[src/rtl/abus_pkg.sv]
// Shared definitions for the ABUS master port: FSM state encoding, master-id
// width and the strobe/keep width helper.
package abus_pkg;

  localparam int MID_WIDTH = 3;

  typedef enum logic [1:0] {
    IDLE  = 2'd0,
    REQ   = 2'd1,
    ABORT = 2'd2,
    RESP  = 2'd3
  } abus_state_e;

  // Ceiling log2; strobe/keep fields are abus_clog2(DATA_WIDTH + 1) bits wide.
  function automatic int abus_clog2(input int value);
    int result;
    result = 0;
    for (int i = 0; i < 31; i++) begin
      if ((1 << i) < value) result = i + 1;
    end
    return result;
  endfunction

endpackage

[src/rtl/abus_master_port_if.sv]
// Command/response handshake and ABUS master-side signals of one master port.
// The master modport is the port's own view; slave is the client/bus side.
interface abus_master_port_if
  import abus_pkg::*;
#(
  parameter int ADDR_WIDTH = 16,
  parameter int DATA_WIDTH = 16
);

  localparam int SW = abus_clog2(DATA_WIDTH + 1);

  logic                  cmd_valid;
  logic                  cmd_ready;
  logic                  cmd_write;
  logic [ADDR_WIDTH-1:0] cmd_address;
  logic [DATA_WIDTH-1:0] cmd_wdata;
  logic [SW-1:0]         cmd_strb;
  logic [SW-1:0]         cmd_keep;

  logic                  rsp_valid;
  logic                  rsp_ready;
  logic [DATA_WIDTH-1:0] rsp_rdata;
  logic                  rsp_error;

  logic [MID_WIDTH-1:0]  abus_mid;
  logic                  abus_mreq;
  logic                  abus_mwrite;
  logic                  abus_mread;
  logic                  abus_mabort;
  logic [SW-1:0]         abus_mstrb;
  logic [SW-1:0]         abus_mkeep;
  logic [DATA_WIDTH-1:0] abus_mwdata;
  logic [ADDR_WIDTH-1:0] abus_maddress;
  logic                  abus_mgrant;
  logic                  abus_mack;
  logic [DATA_WIDTH-1:0] abus_mrdata;

  modport master (
    input  cmd_valid, cmd_write, cmd_address, cmd_wdata, cmd_strb, cmd_keep,
    output cmd_ready,
    output rsp_valid, rsp_rdata, rsp_error,
    input  rsp_ready,
    output abus_mid, abus_mreq, abus_mwrite, abus_mread, abus_mabort,
    output abus_mstrb, abus_mkeep, abus_mwdata, abus_maddress,
    input  abus_mgrant, abus_mack, abus_mrdata
  );

  modport slave (
    output cmd_valid, cmd_write, cmd_address, cmd_wdata, cmd_strb, cmd_keep,
    input  cmd_ready,
    input  rsp_valid, rsp_rdata, rsp_error,
    output rsp_ready,
    input  abus_mid, abus_mreq, abus_mwrite, abus_mread, abus_mabort,
    input  abus_mstrb, abus_mkeep, abus_mwdata, abus_maddress,
    output abus_mgrant, abus_mack, abus_mrdata
  );

endinterface

[src/rtl/abus_timeout.sv]
// Ack-wait counter for the ABUS master port: cleared when a command is
// accepted, advanced on each REQ cycle without a counted ack.
module abus_timeout
  import abus_pkg::*;
#(
  parameter int TIMEOUT = 64
) (
  input  logic abus_clk,
  input  logic abus_rst,
  input  logic clear,
  input  logic enable,
  output logic expired
);

  localparam int CW = abus_clog2(TIMEOUT);

  logic [CW-1:0] count;

  always_ff @(posedge abus_clk or posedge abus_rst) begin
    if (abus_rst) begin
      count <= '0;
    end else if (clear) begin
      count <= '0;
    end else if (enable && !expired) begin
      count <= count + CW'(1);
    end
  end

  assign expired = (count == CW'(TIMEOUT - 1));

endmodule

[src/rtl/abus_master_port.sv]
// ABUS master port: turns one command into a single bus transfer and returns
// one response. Optional ack timeout/abort is built when ABUS_MASTER_TIMEOUT_EN
// is defined; otherwise REQ waits for an ack indefinitely.
module abus_master_port
  import abus_pkg::*;
#(
  parameter int ADDR_WIDTH = 16,
  parameter int DATA_WIDTH = 16,
  parameter int MASTER_ID  = 0,
  parameter int TIMEOUT    = 64
) (
  input  logic                abus_clk,
  input  logic                abus_rst,
  abus_master_port_if.master  bus
);

  localparam int SW = abus_clog2(DATA_WIDTH + 1);
  localparam logic [MID_WIDTH-1:0] MID = MID_WIDTH'(MASTER_ID);

  if (TIMEOUT < 2) begin : g_timeout_check
    $error("abus_master_port: TIMEOUT must be at least 2");
  end

  abus_state_e state, next_state;

  logic                  cmd_ready_q;
  logic                  write_q;
  logic [ADDR_WIDTH-1:0] addr_q;
  logic [DATA_WIDTH-1:0] wdata_q;
  logic [SW-1:0]         strb_q;
  logic [SW-1:0]         keep_q;

  logic                  mreq_q;
  logic                  mwrite_q;
  logic                  mread_q;
  logic [MID_WIDTH-1:0]  mid_q;
  logic [DATA_WIDTH-1:0] rsp_rdata_q;

  logic accept;
  logic ack_counted;
  logic write_d;
  logic mreq_d;

  assign accept      = bus.cmd_valid & cmd_ready_q;
  // A shared ack belongs to this master only while its grant bit is set.
  assign ack_counted = bus.abus_mack & bus.abus_mgrant;
  assign write_d     = accept ? bus.cmd_write : write_q;
  assign mreq_d      = (next_state == REQ) || (next_state == ABORT);

`ifdef ABUS_MASTER_TIMEOUT_EN
  logic expired;
  logic timeout_enable;
  logic mabort_q;
  logic rsp_error_q;

  assign timeout_enable = (state == REQ) && !ack_counted;

  abus_timeout #(
    .TIMEOUT (TIMEOUT)
  ) u_timeout (
    .abus_clk (abus_clk),
    .abus_rst (abus_rst),
    .clear    (accept),
    .enable   (timeout_enable),
    .expired  (expired)
  );
`endif

  // NOTE: next_state gets its default before the case so no path leaves it
  // unassigned; a missing default here would infer a latch.
  always_comb begin
    next_state = state;
    unique case (state)
      IDLE: begin
        if (accept) next_state = REQ;
      end
      REQ: begin
        if (ack_counted) begin
          next_state = RESP;
        end
`ifdef ABUS_MASTER_TIMEOUT_EN
        else if (expired) begin
          next_state = ABORT;
        end
`endif
      end
`ifdef ABUS_MASTER_TIMEOUT_EN
      ABORT: begin
        next_state = RESP;
      end
`endif
      RESP: begin
        if (bus.rsp_ready) next_state = IDLE;
      end
      default: begin
        next_state = IDLE;
      end
    endcase
  end

  // NOTE: all state is updated with non-blocking assignments so every register
  // samples the pre-edge values regardless of statement order.
  always_ff @(posedge abus_clk or posedge abus_rst) begin
    if (abus_rst) begin
      state       <= IDLE;
      cmd_ready_q <= 1'b0;
      mreq_q      <= 1'b0;
      mwrite_q    <= 1'b0;
      mread_q     <= 1'b0;
      mid_q       <= '0;
    end else begin
      state       <= next_state;
      cmd_ready_q <= (next_state == IDLE);
      mreq_q      <= mreq_d;
      mwrite_q    <= (next_state == REQ) && write_d;
      mread_q     <= (next_state == REQ) && !write_d;
      mid_q       <= mreq_d ? MID : '0;
    end
  end

  // Captured command fields drive the bus directly and only change on accept.
  always_ff @(posedge abus_clk or posedge abus_rst) begin
    if (abus_rst) begin
      write_q <= 1'b0;
      addr_q  <= '0;
      wdata_q <= '0;
      strb_q  <= '0;
      keep_q  <= '0;
    end else if (accept) begin
      write_q <= bus.cmd_write;
      addr_q  <= bus.cmd_address;
      wdata_q <= bus.cmd_wdata;
      strb_q  <= bus.cmd_strb;
      keep_q  <= bus.cmd_keep;
    end
  end

  always_ff @(posedge abus_clk or posedge abus_rst) begin
    if (abus_rst) begin
      rsp_rdata_q <= '0;
    end else if ((state == REQ) && ack_counted) begin
      rsp_rdata_q <= write_q ? '0 : bus.abus_mrdata;
    end
`ifdef ABUS_MASTER_TIMEOUT_EN
    else if (state == ABORT) begin
      rsp_rdata_q <= '0;
    end
`endif
  end

`ifdef ABUS_MASTER_TIMEOUT_EN
  always_ff @(posedge abus_clk or posedge abus_rst) begin
    if (abus_rst) begin
      mabort_q    <= 1'b0;
      rsp_error_q <= 1'b0;
    end else begin
      mabort_q <= (next_state == ABORT);
      if ((state == REQ) && ack_counted) begin
        rsp_error_q <= 1'b0;
      end else if (state == ABORT) begin
        rsp_error_q <= 1'b1;
      end
    end
  end

  assign bus.abus_mabort = mabort_q;
  assign bus.rsp_error   = rsp_error_q;
`else
  assign bus.abus_mabort = 1'b0;
  assign bus.rsp_error   = 1'b0;
`endif

  assign bus.cmd_ready     = cmd_ready_q;
  assign bus.rsp_valid     = (state == RESP);
  assign bus.rsp_rdata     = rsp_rdata_q;
  assign bus.abus_mid      = mid_q;
  assign bus.abus_mreq     = mreq_q;
  assign bus.abus_mwrite   = mwrite_q;
  assign bus.abus_mread    = mread_q;
  assign bus.abus_maddress = addr_q;
  assign bus.abus_mwdata   = wdata_q;
  assign bus.abus_mstrb    = strb_q;
  assign bus.abus_mkeep    = keep_q;

endmodule
[src/flat_wrapper.sv]
// flat-port wrapper written by rule: the top's interface ports become plain ports
module abus_master_port_flat import abus_pkg::*;
#(
  parameter int ADDR_WIDTH = 16,
  parameter int DATA_WIDTH = 16,
  parameter int MASTER_ID  = 0,
  parameter int TIMEOUT    = 64
)
  (abus_clk, abus_rst, bus_cmd_valid, bus_cmd_write, bus_cmd_address, bus_cmd_wdata, bus_cmd_strb, bus_cmd_keep, bus_cmd_ready, bus_rsp_valid, bus_rsp_rdata, bus_rsp_error, bus_rsp_ready, bus_abus_mid, bus_abus_mreq, bus_abus_mwrite, bus_abus_mread, bus_abus_mabort, bus_abus_mstrb, bus_abus_mkeep, bus_abus_mwdata, bus_abus_maddress, bus_abus_mgrant, bus_abus_mack, bus_abus_mrdata);
  abus_master_port_if #(.ADDR_WIDTH(ADDR_WIDTH), .DATA_WIDTH(DATA_WIDTH)) bus_i ();
  input  logic abus_clk;
  input  logic abus_rst;
  input wire logic [$bits(bus_i.cmd_valid)-1:0] bus_cmd_valid;
  input wire logic [$bits(bus_i.cmd_write)-1:0] bus_cmd_write;
  input wire logic [$bits(bus_i.cmd_address)-1:0] bus_cmd_address;
  input wire logic [$bits(bus_i.cmd_wdata)-1:0] bus_cmd_wdata;
  input wire logic [$bits(bus_i.cmd_strb)-1:0] bus_cmd_strb;
  input wire logic [$bits(bus_i.cmd_keep)-1:0] bus_cmd_keep;
  output wire logic [$bits(bus_i.cmd_ready)-1:0] bus_cmd_ready;
  output wire logic [$bits(bus_i.rsp_valid)-1:0] bus_rsp_valid;
  output wire logic [$bits(bus_i.rsp_rdata)-1:0] bus_rsp_rdata;
  output wire logic [$bits(bus_i.rsp_error)-1:0] bus_rsp_error;
  input wire logic [$bits(bus_i.rsp_ready)-1:0] bus_rsp_ready;
  output wire logic [$bits(bus_i.abus_mid)-1:0] bus_abus_mid;
  output wire logic [$bits(bus_i.abus_mreq)-1:0] bus_abus_mreq;
  output wire logic [$bits(bus_i.abus_mwrite)-1:0] bus_abus_mwrite;
  output wire logic [$bits(bus_i.abus_mread)-1:0] bus_abus_mread;
  output wire logic [$bits(bus_i.abus_mabort)-1:0] bus_abus_mabort;
  output wire logic [$bits(bus_i.abus_mstrb)-1:0] bus_abus_mstrb;
  output wire logic [$bits(bus_i.abus_mkeep)-1:0] bus_abus_mkeep;
  output wire logic [$bits(bus_i.abus_mwdata)-1:0] bus_abus_mwdata;
  output wire logic [$bits(bus_i.abus_maddress)-1:0] bus_abus_maddress;
  input wire logic [$bits(bus_i.abus_mgrant)-1:0] bus_abus_mgrant;
  input wire logic [$bits(bus_i.abus_mack)-1:0] bus_abus_mack;
  input wire logic [$bits(bus_i.abus_mrdata)-1:0] bus_abus_mrdata;
  assign bus_i.cmd_valid = bus_cmd_valid;
  assign bus_i.cmd_write = bus_cmd_write;
  assign bus_i.cmd_address = bus_cmd_address;
  assign bus_i.cmd_wdata = bus_cmd_wdata;
  assign bus_i.cmd_strb = bus_cmd_strb;
  assign bus_i.cmd_keep = bus_cmd_keep;
  assign bus_cmd_ready = bus_i.cmd_ready;
  assign bus_rsp_valid = bus_i.rsp_valid;
  assign bus_rsp_rdata = bus_i.rsp_rdata;
  assign bus_rsp_error = bus_i.rsp_error;
  assign bus_i.rsp_ready = bus_rsp_ready;
  assign bus_abus_mid = bus_i.abus_mid;
  assign bus_abus_mreq = bus_i.abus_mreq;
  assign bus_abus_mwrite = bus_i.abus_mwrite;
  assign bus_abus_mread = bus_i.abus_mread;
  assign bus_abus_mabort = bus_i.abus_mabort;
  assign bus_abus_mstrb = bus_i.abus_mstrb;
  assign bus_abus_mkeep = bus_i.abus_mkeep;
  assign bus_abus_mwdata = bus_i.abus_mwdata;
  assign bus_abus_maddress = bus_i.abus_maddress;
  assign bus_i.abus_mgrant = bus_abus_mgrant;
  assign bus_i.abus_mack = bus_abus_mack;
  assign bus_i.abus_mrdata = bus_abus_mrdata;
  abus_master_port #(.ADDR_WIDTH(ADDR_WIDTH), .DATA_WIDTH(DATA_WIDTH), .MASTER_ID(MASTER_ID), .TIMEOUT(TIMEOUT)) u_core (.abus_clk(abus_clk), .abus_rst(abus_rst), .bus(bus_i));
endmodule
[config.mk]
export PLATFORM = sky130hd
export DESIGN_NAME = abus_master_port_flat
export DESIGN_NICKNAME = d
export VERILOG_FILES = /design/src/rtl/abus_pkg.sv /design/src/rtl/abus_master_port_if.sv /design/src/rtl/abus_timeout.sv /design/src/rtl/abus_master_port.sv /design/src/flat_wrapper.sv
export SDC_FILE = /design/constraint.sdc
export NUM_CORES = 1
export LEC_CHECK = 0
export ABC_CLOCK_PERIOD_IN_PS = 2170
export BUFFER_PORTS_ARGS = -buffer_cell sky130_fd_sc_hd__buf_2
export CORE_ASPECT_RATIO = 0.75
export CORE_MARGIN = 10
export CORE_UTILIZATION = 40
export CTS_BUF_LIST = sky130_fd_sc_hd__clkbuf_4 sky130_fd_sc_hd__clkbuf_8
export DETAILED_ROUTE_END_ITERATION = 8
export PLACE_DENSITY = 0.83
export SETUP_SLACK_MARGIN = 0.05
export SKIP_CTS_REPAIR_TIMING = 1
export SYNTH_ARGS = -nofsm -noshare
export SYNTH_HDL_FRONTEND = slang
export SYNTH_SLANG_ARGS = --single-unit
[constraint.sdc]
create_clock -name abus_clk -period 2.17 [get_ports abus_clk]
set_input_delay 0.217 -clock abus_clk [delete_from_list [all_inputs] [get_ports abus_clk]]
set_output_delay 0.217 -clock abus_clk [all_outputs]
set_load 0.02 [all_outputs]
==> results.sh, run 1 <==
export IMPL_cts_buffer_depth=2
export IMPL_crit_arrival_ps=1740
export IMPL_finalMaxSlewViolations=0
export IMPL_slowest_stage="dfrtp_1"
export IMPL_drcViolationCount=0
export IMPL_synth_distinct_cells=24
export IMPL_grt_util_all_layers_pct=12.6
export IMPL_fin_crit_sh_pct=69.5
export IMPL_clock_latency_ps=330
export IMPL_cts_tree="yes"
export IMPL_wl_per_cell_um=16.7
export IMPL_synth_flop_cell="dfrtp_1"
export IMPL_drv_cap=0
export IMPL_crit_chain="and4b_1 > buf_4 > a21oi_1 > ha_1 > nor3b_1"
export IMPL_synthArstFlopShare_pct=100
export IMPL_syn_inst=170
export IMPL_grt_pass1_wl_um=10500
export IMPL_ys_seq_area_share_pct=61.5
export IMPL_drive_gt1_share_pct=67.8
export IMPL_gr_total_overflow=0
export IMPL_cts_root_buf="clkbuf_8"
export IMPL_synth_avg_cell_area_um2=15.6
export IMPL_fin_skew_ps=4.45
export IMPL_rows=25
export IMPL_cp_start_kind="flop"
export IMPL_total_power_mw=5.89
export IMPL_cts_sinks=65
export IMPL_cp_max_fo=10
export IMPL_finalHoldViolCount=0
export IMPL_grt_max_degree=40
export IMPL_fp_dieW_um=114
export IMPL_synth_warnings=0
export IMPL_required_ps=2400
export IMPL_port_buffer_count=127
export IMPL_crit_family="simple AND/OR/NAND/NOR gates"
export IMPL_critical_path_class="flop to flop"
export IMPL_drt_iter0_markers=42
export IMPL_wl_um=6540
export IMPL_timing_critical_path_buf_inv=1
export IMPL_rsz0062_at_grt="false"
export IMPL_viasPerCell=4.60
export IMPL_slew_headroom_pct=60.9
export IMPL_wl_met1_um=2590
export IMPL_wl_met2_um=3250
export IMPL_synth_area_leader_cell="dfrtp_1"
export IMPL_vias=1803
export IMPL_setup_tns_ps=0
export IMPL_synth_edff_count=0
export IMPL_antenna_left=0
export IMPL_num_antenna_cells=0
export IMPL_worst_slew_pin_slew_ps=586
export IMPL_core_um2=6350
export IMPL_clkTransAtPathRegs_ps=70
export IMPL_grt_pass1_vias=2035
export IMPL_hpwl_um=5150
export IMPL_synth_common_cells="dfrtp_1, mux2_2, and2b_1"
export IMPL_synth_seq_cells=65
export IMPL_boundaryPins=133
export IMPL_antenna_found_initial=0
export IMPL_top_layer_used="met4"
export IMPL_fmax_ghz=0.663
export IMPL_h_tree_depth=3
export IMPL_initial_core_util_pct=41.7
export IMPL_die_y_um=90.4
export IMPL_wl_met3_um=643
export IMPL_setup_viol=0
export IMPL_numCtsBuffers=9
export IMPL_gp_congestion=0.741
export IMPL_p_per_area_nw_per_um2=1620
export IMPL_synth_top_area_share_pct=61.5
export IMPL_yosys_top_cells_area="dfrtp_1, mux2_2, mux2_4, and2b_1, nor2b_1"
export IMPL_hp_class="input port to flop"
export IMPL_leakage_nw=1.88
export IMPL_outcome="finished, final reports clean"
export IMPL_area_growth_pct=37.1
export IMPL_ir_worst_vdd_v=0.000686
export IMPL_synth_most_common_cell="dfrtp_1"
export IMPL_fin_nets=373
export IMPL_period_needed_ps=1510
export IMPL_die_area_um2=10300
export IMPL_syn_area_um2=2650
export IMPL_worst_path_largest_cell_delay_ps=380
export IMPL_dr_pass1_iters=2
export IMPL_worst_setup_path_end_kind="flop"
-- power breakdown --
part           internal [mW]  switching, mW
logic                   1.12           1.39
clock network          0.805          0.435
registers               1.82          0.327
total                   3.74           2.15
-- flip-flops by register name (all words and copies together) (netlist names) --
signal	count
u_core.write_q	1
u_core.bus.abus_mstrb	5
u_core.bus.abus_mread	1
u_core.bus.abus_maddress	16
u_core.bus.cmd_ready	1
u_core.bus.abus_mwrite	1
u_core.state	2
u_core.bus.abus_mwdata	16
u_core.bus.abus_mkeep	5
u_core.bus.abus_mreq	1
u_core.bus.rsp_rdata	16
-- through the flow --
stage	hold WS (ps)	setup WS, ps	util [%]	cell area [um^2]	std cells
finish	117	662	57.1	3630	392
global route	90.0	434	57.1	3630	392
CTS	-46.2	630	57.0	3620	391
detailed placement	322	657	53.1	3370	375
global placement	316	739	53.1	3370	375
floorplan	368	327	-	2660	174
-- per-layer routing --
| layer | global-route usage (%) | vias up |
|---|---|---|
| met5 | 0 | - |
| met4 | 4.17 | 0 |
| met3 | 6.97 | 6 |
| met2 | 20.5 | 79 |
| met1 | 13.7 | 873 |
| li1 | - | 845 |
-- final timing paths --
check	from	end	slack (ps)	depth (start not counted)
hold reg to reg	u_core.bus.abus_mwdata[3]$_DFFE_PP0P_	u_core.bus.abus_mwdata[3]$_DFFE_PP0P_	500	1
max in group asynchronous	abus_rst	u_core.bus.rsp_rdata[5]$_DFFE_PP0P_	1030	4
setup reg to reg	u_core.state[1]$_DFF_PP0_	u_core.bus.abus_mread$_DFF_PP0_	660	5
min in group asynchronous	abus_rst	u_core.bus.abus_mwdata[5]$_DFFE_PP0P_	520	3
setup / recovery	u_core.state[1]$_DFF_PP0_	u_core.bus.abus_mread$_DFF_PP0_	660	5
hold / removal	bus_cmd_wdata[5]	u_core.bus.abus_mwdata[5]$_DFFE_PP0P_	120	2
-- cells by family (layout without fill, tap and decap cells) --
family / after synthesis / in the layout / synth area share, %
AOI/OAI and AO/OA: 7 / 7 / 1.84
adders and majority gates: 2 / 2 / 0.945
buffers and inverters: 14 / 151 / 3.78
DFF: 65 / 65 / 61.5
muxes: 58 / 58 / 25.8
other: 1 / 5 / 0.142
and+or+nand+nor: 23 / 23 / 6.01
-- cell usage in the layout, fill, tap and decap left out, types with 2 or more instances in the layout --
cell type / Yosys / routed
a21o_1: 2 / 2
a21oi_1: 2 / 2
and2b_1: 9 / 9
buf_12: 1 / 2
buf_2: 4 / 127
buf_4: 5 / 3
bufinv_16: 0 / 3
clkbuf_8: 0 / 10
conb_1: 1 / 5
dfrtp_1: 65 / 65
ha_1: 2 / 2
mux2_2: 50 / 50
mux2_4: 8 / 8
nor2b_1: 8 / 8
-- worst register-to-register path, cell delays in order (launching register included) --
cell,delay (ps)
dfrtp_1,380
and4b_1,220
buf_4,200
a21oi_1,190
ha_1,220
nor3b_1,210
-- cell type report --
type / count / area [um^2]
tap: 81 / 101
clock buffer: 11 / 145
sequential: 65 / 1630
clock inverter: 5 / 103
fill: 562 / 2720
multi-input combinational: 95 / 937
timing repair buffer: 133 / 708
inverter: 2 / 7.51
No activity file was read; power rests on OpenSTA's default activity.
==> inputs of run 2 (changes only) <==
- ABC_CLOCK_PERIOD_IN_PS: 2170 -> 1500
- clock period: 2.17 -> 1.5 ns (I/O delays scaled with it)
==> results.sh, run 2 (synthesis gave the netlist of run 1 again) <==
export IMPL_outcome="finished, final reports clean"
export IMPL_clkTransAtPathRegs_ps=70
export IMPL_finalHoldViolCount=0
export IMPL_timing_critical_path_buf_inv=1
export IMPL_grt_util_all_layers_pct=12.3
export IMPL_boundaryPins=133
export IMPL_dr_pass1_iters=4
export IMPL_setup_tns_ps=0
export IMPL_drv_cap=0
export IMPL_cp_start_kind="flop"
export IMPL_r2r_start="u_core.state[1]$_DFF_PP0_"
export IMPL_grt_pass1_vias=1989
export IMPL_critical_path_class="flop to flop"
export IMPL_reg2regPathDepth=3
export IMPL_crit_family="flip-flops"
export IMPL_p_per_area_nw_per_um2=2300
export IMPL_area_growth_pct=36.6
export IMPL_cp_startpoint="u_core.state[1]$_DFF_PP0_"
export IMPL_wl_per_cell_um=16.3
export IMPL_cts_buffer_depth=2
export IMPL_drt_iter0_markers=49
export IMPL_layout_common_cells="buf_2, dfrtp_1, mux2_2"
export IMPL_port_buffer_count=127
export IMPL_finalMaxSlewViolations=0
export IMPL_hp_class="input port to flop"
export IMPL_layout_commonest_cell="buf_2"
export IMPL_vias=1756
export IMPL_crit_chain="and4b_1 > buf_4 > mux2_4"
export IMPL_num_antenna_cells=0
export IMPL_core_um2=6350
export IMPL_critical_path_depth=3
export IMPL_gp_congestion=0.706
export IMPL_worst_path_largest_cell_delay_ps=410
export IMPL_rsz0062_at_grt="true"
export IMPL_crit_arrival_ps=1580
export IMPL_fin_skew_ps=4.84
export IMPL_fp_dieW_um=114
export IMPL_cts_root_buf="clkbuf_8"
export IMPL_setup_viol=0
export IMPL_design_area_um2=3620
export IMPL_period_needed_ps=1370
export IMPL_fin_nets=373
export IMPL_ir_worst_vdd_v=0.000943
export IMPL_cts_sinks=65
export IMPL_drcViolationCount=0
export IMPL_worst_setup_path_end_kind="flop"
export IMPL_r2r_end="u_core.bus.rsp_rdata[3]$_DFFE_PP0P_"
export IMPL_grt_max_degree=43
export IMPL_cts_tree="yes"
export IMPL_viasPerCell=4.48
export IMPL_leakage_nw=1.87
export IMPL_grt_pass1_wl_um=10200
export IMPL_total_power_mw=8.33
export IMPL_wl_um=6380
export IMPL_gr_total_overflow=0
export IMPL_postPlaceCellArea_um2=3390
export IMPL_die_y_um=90.4
export IMPL_numCtsBuffers=9
export IMPL_required_ps=1710
export IMPL_cp_endpoint="u_core.bus.rsp_rdata[3]$_DFFE_PP0P_"
export IMPL_fin_crit_sh_pct=91.1
export IMPL_rows=25
export IMPL_ff2ff_setup_slack_ps=130
export IMPL_die_area_um2=10300
export IMPL_clock_latency_ps=330
export IMPL_slowest_stage="dfrtp_1"
export IMPL_drive_gt1_share_pct=67.8
export IMPL_h_tree_depth=3
export IMPL_antenna_left=0
export IMPL_cp_max_fo=9
export IMPL_fmax_ghz=0.732
export IMPL_hpwl_um=5020
export IMPL_initial_core_util_pct=41.7
export IMPL_antenna_found_initial=0
## run 2: cell types whose count changed in the layout (fill, tap and decap cells not counted)
cell	delta
bufinv_16	-1
clkbuf_8	-1
inv_2	-1
clkbuf_4	+1
buf_4	-1
clkinvlp_4	+2
buf_12	+1
## run 2: final cells by class
cell class,count,area (um^2)
clock buffers,11,139
clock inverters,5,80.1
fillers,535,2730
inverters,2,11.3
multi-input cells,95,937
flip-flops and latches,65,1630
well taps,81,101
repair buffers,133,721
## run 2: how the worst min path moves through the flow
stage	from	endpoint	slack [ps]	depth (start not counted)
6_report	bus_cmd_address[2]	u_core.bus.abus_maddress[2]$_DFFE_PP0P_	50	2
5_1_grt	bus_cmd_strb[1]	u_core.bus.abus_mstrb[1]$_DFFE_PP0P_	20	2
4_1_cts	abus_rst	u_core.bus.abus_mwrite$_DFF_PP0_	-140	3
3_5_place_dp	abus_rst	u_core.bus.abus_mread$_DFF_PP0_	230	3
3_3_place_gp	abus_rst	u_core.bus.abus_maddress[9]$_DFFE_PP0P_	220	3
2_1_floorplan	abus_rst	u_core.bus.abus_maddress[0]$_DFFE_PP0P_	290	1
## run 2: worst register-to-register path, cell delays in order, from the launching register on
cell and delay, ps:
dfrtp_1 410, and4b_1 310, buf_4 230, mux2_4 310
## run 2: metrics by stage
stage / instances / hold slack [ps] / util (%) / setup WS, ps
finish: 392 / 47.5 / 56.9 / 133
global route: 392 / 24.1 / 56.9 / 24.0
CTS: 391 / -143 / 56.8 / 127
detailed placement: 375 / 226 / 53.3 / 138
global placement: 375 / 218 / 53.3 / 167
floorplan: 174 / 288 / - / 83.0
## run 2: routing by layer
metal	share of wire (%)	routed length, um	track usage [%]
met5	0	0	0
met4	1.3	80	4.06
met3	9.8	627	6.51
met2	48	3050	19.6
met1	41	2630	13.8
## run 2: power breakdown
group	switching [mW]	leakage [nW]	internal, mW
Sequential	0.468	0.784	2.63
Clock	0.636	0.106	0.970
Combinational	2.01	0.979	1.62
==> inputs of run 3 (changes only) <==
- ABC_AREA: unset -> 1
- PLACE_DENSITY: 0.83 -> 0.82
==> results.sh, run 3 <==
export IMPL_synth_compound_area_share_pct=0.726
export IMPL_ys_seq_area_share_pct=59.0
export IMPL_reg2regPathDepth=5
export IMPL_leakage_nw=2.21
export IMPL_synth_edff_count=0
export IMPL_grt_pass1_wl_um=12200
export IMPL_fmax_ghz=0.730
export IMPL_cts_root_buf="clkbuf_8"
export IMPL_r2r_end="u_core.bus.abus_mwrite$_DFF_PP0_"
export IMPL_rows=26
export IMPL_viasPerCell=4.61
export IMPL_drcViolationCount=0
export IMPL_clkTransAtPathRegs_ps=70
export IMPL_synth_common_cells="nand2_1, dfrtp_1, nand3_1"
export IMPL_fp_dieW_um=116
export IMPL_setup_tns_ps=0
export IMPL_syn_area_um2=2760
export IMPL_finalHoldViolCount=0
export IMPL_fin_crit_sh_pct=91.3
export IMPL_drv_cap=0
export IMPL_final_cells=534
export IMPL_outcome="finished, final reports clean"
export IMPL_grtUsageMet2_pct=22.5
export IMPL_cts_sinks=65
export IMPL_grt_util_all_layers_pct=14.0
export IMPL_num_antenna_cells=0
export IMPL_grt_max_degree=66
export IMPL_cts_buffer_depth=2
export IMPL_cts_tree="yes"
export IMPL_synth_adder_area_share_pct=0.907
export IMPL_antenna_found_initial=0
export IMPL_finalMaxSlewViolations=0
export IMPL_gr_total_overflow=0
export IMPL_pre_cts_slack_ps=212
export IMPL_crit_arrival_ps=1220
export IMPL_fin_ws_ps=131
export IMPL_h_tree_depth=3
export IMPL_synth_distinct_cells=16
export IMPL_worst_slew_pin_slew_ps=524
export IMPL_wl_um=7590
export IMPL_numCtsBuffers=9
export IMPL_required_ps=1350
export IMPL_fin_nets=512
export IMPL_synth_area_leader_cell="dfrtp_1"
export IMPL_area_growth_pct=32.6
export IMPL_utilization_pct=54.0
export IMPL_antenna_left=0
export IMPL_hold_depth=3
export IMPL_layout_commonest_cell="buf_2"
export IMPL_core_um2=6770
export IMPL_worst_setup_path_end_kind="output pin"
export IMPL_rsz0062_at_grt="false"
export IMPL_yosys_top_cells_area="dfrtp_1, nand2_1, nand3_1, buf_2, inv_1"
export IMPL_critical_path_class="flop to output pin"
export IMPL_dr_pass1_iters=4
export IMPL_synth_avg_cell_area_um2=8.62
export IMPL_ir_worst_vdd_v=0.00103
export IMPL_gp_congestion=0.768
export IMPL_period_needed_ps=1370
export IMPL_synth_area_mux_share_pct=0
export IMPL_grtUsageMet3_pct=7.49
export IMPL_port_buffer_count=127
export IMPL_synth_most_common_cell="nand2_1"
export IMPL_gr_usage_met1_pct=16.3
export IMPL_p_per_area_nw_per_um2=2140
export IMPL_synth_top_family_by_area="simple AND/OR/NAND/NOR gates"
export IMPL_slew_headroom_pct=65.0
export IMPL_hp_class="input port to flop"
export IMPL_die_area_um2=10600
export IMPL_vias=2461
export IMPL_layout_common_cells="buf_2, nand2_1, dfrtp_1"
export IMPL_drive_gt1_share_pct=34.2
export IMPL_clock_latency_ps=330
export IMPL_wl_per_cell_um=14.2
export IMPL_synth_top_area_share_pct=59.0
export IMPL_cp_start_kind="flop"
export IMPL_drt_iter0_markers=141
export IMPL_synthSimpleGateAreaFrac_pct=31.1
export IMPL_setup_viol=0
export IMPL_synth_warnings=0
export IMPL_hpwl_um=5590
export IMPL_synth_xor_area_share_pct=0
export IMPL_synth_seq_cells=65
export IMPL_die_y_um=91.9
export IMPL_dp_cells=517
export IMPL_synth_flop_cell="dfrtp_1"
export IMPL_grt_pass1_vias=2500
export IMPL_synthArstFlopShare_pct=100
export IMPL_syn_inst=320
export IMPL_worstHoldStart="bus_cmd_wdata[11]"
export IMPL_total_power_mw=7.83
export IMPL_cp_max_fo=4
export IMPL_min_to="u_core.bus.abus_mwdata[11]$_DFFE_PP0P_"
export IMPL_r2r_start="u_core.state[1]$_DFF_PP0_"
export IMPL_initial_core_util_pct=40.8
export IMPL_top_usage_layer="met2"
export IMPL_boundaryPins=133
export IMPL_ff2ff_setup_slack_ps=180
export IMPL_fin_skew_ps=5.32
[run 3: cells by family (layout without fill, tap and decap cells)]
logic type               count (synthesis)  in the layout
AND/OR/NAND/NOR                        202            202
AO/OA/AOI/OAI                            4              4
buffers and inverters                   46            172
flip-flops                              65             65
adder cells (fa/ha/maj)                  2              2
other                                    1              5
[run 3: worst max path at each step]
stage                                        start                          endpoint  cells past startpoint
floorplan           u_core.bus.cmd_ready$_DFF_PP0_    u_core.bus.abus_mreq$_DFF_PP0_                      5
global placement         u_core.state[1]$_DFF_PP0_  u_core.bus.abus_mwrite$_DFF_PP0_                      5
detailed placement       u_core.state[1]$_DFF_PP0_  u_core.bus.abus_mwrite$_DFF_PP0_                      5
CTS                 u_core.bus.cmd_ready$_DFF_PP0_                     bus_cmd_ready                      2
global route             u_core.state[1]$_DFF_PP0_                     bus_rsp_valid                      3
finish                   u_core.state[1]$_DFF_PP0_                     bus_rsp_valid                      3
[run 3: worst max-delay path: stages, from the launching register on]
cell and delay [ps]:
dfrtp_1 490, nand2_1 140, inv_1 100, buf_2 170
[run 3: area by class of cell]
type | count | area, um^2
clock buffer | 13 | 160
clock inverter | 3 | 40.0
fill | 648 | 3110
inverter | 22 | 86.3
multi-input combinational | 213 | 922
sequential | 65 | 1630
tap | 84 | 105
timing repair buffer | 134 | 716
[run 3: report_power, final]
group	switching, mW	internal (mW)	total, mW
clock	0.621	0.864	1.49
sequential	0.480	2.54	3.02
combinational	2.25	1.07	3.32
[run 3: per-layer routing]
layer	part of all wire (%)	up-vias	wire, um
met1	41	1138	3110
met2	48	84	3610
met3	10	9	797
met5	0	-	0
met4	0.95	0	72
li1	-	1230	-
[run 3: metrics by stage]
| step | cell area (um^2) | hold WS [ps] |
|---|---|---|
| after floorplan | 2780 | 258 |
| after global placement | 3430 | 266 |
| after detailed placement | 3430 | 272 |
| after CTS | 3630 | -87.6 |
| after global routing | 3660 | 25.6 |
| final | 3660 | 39.0 |
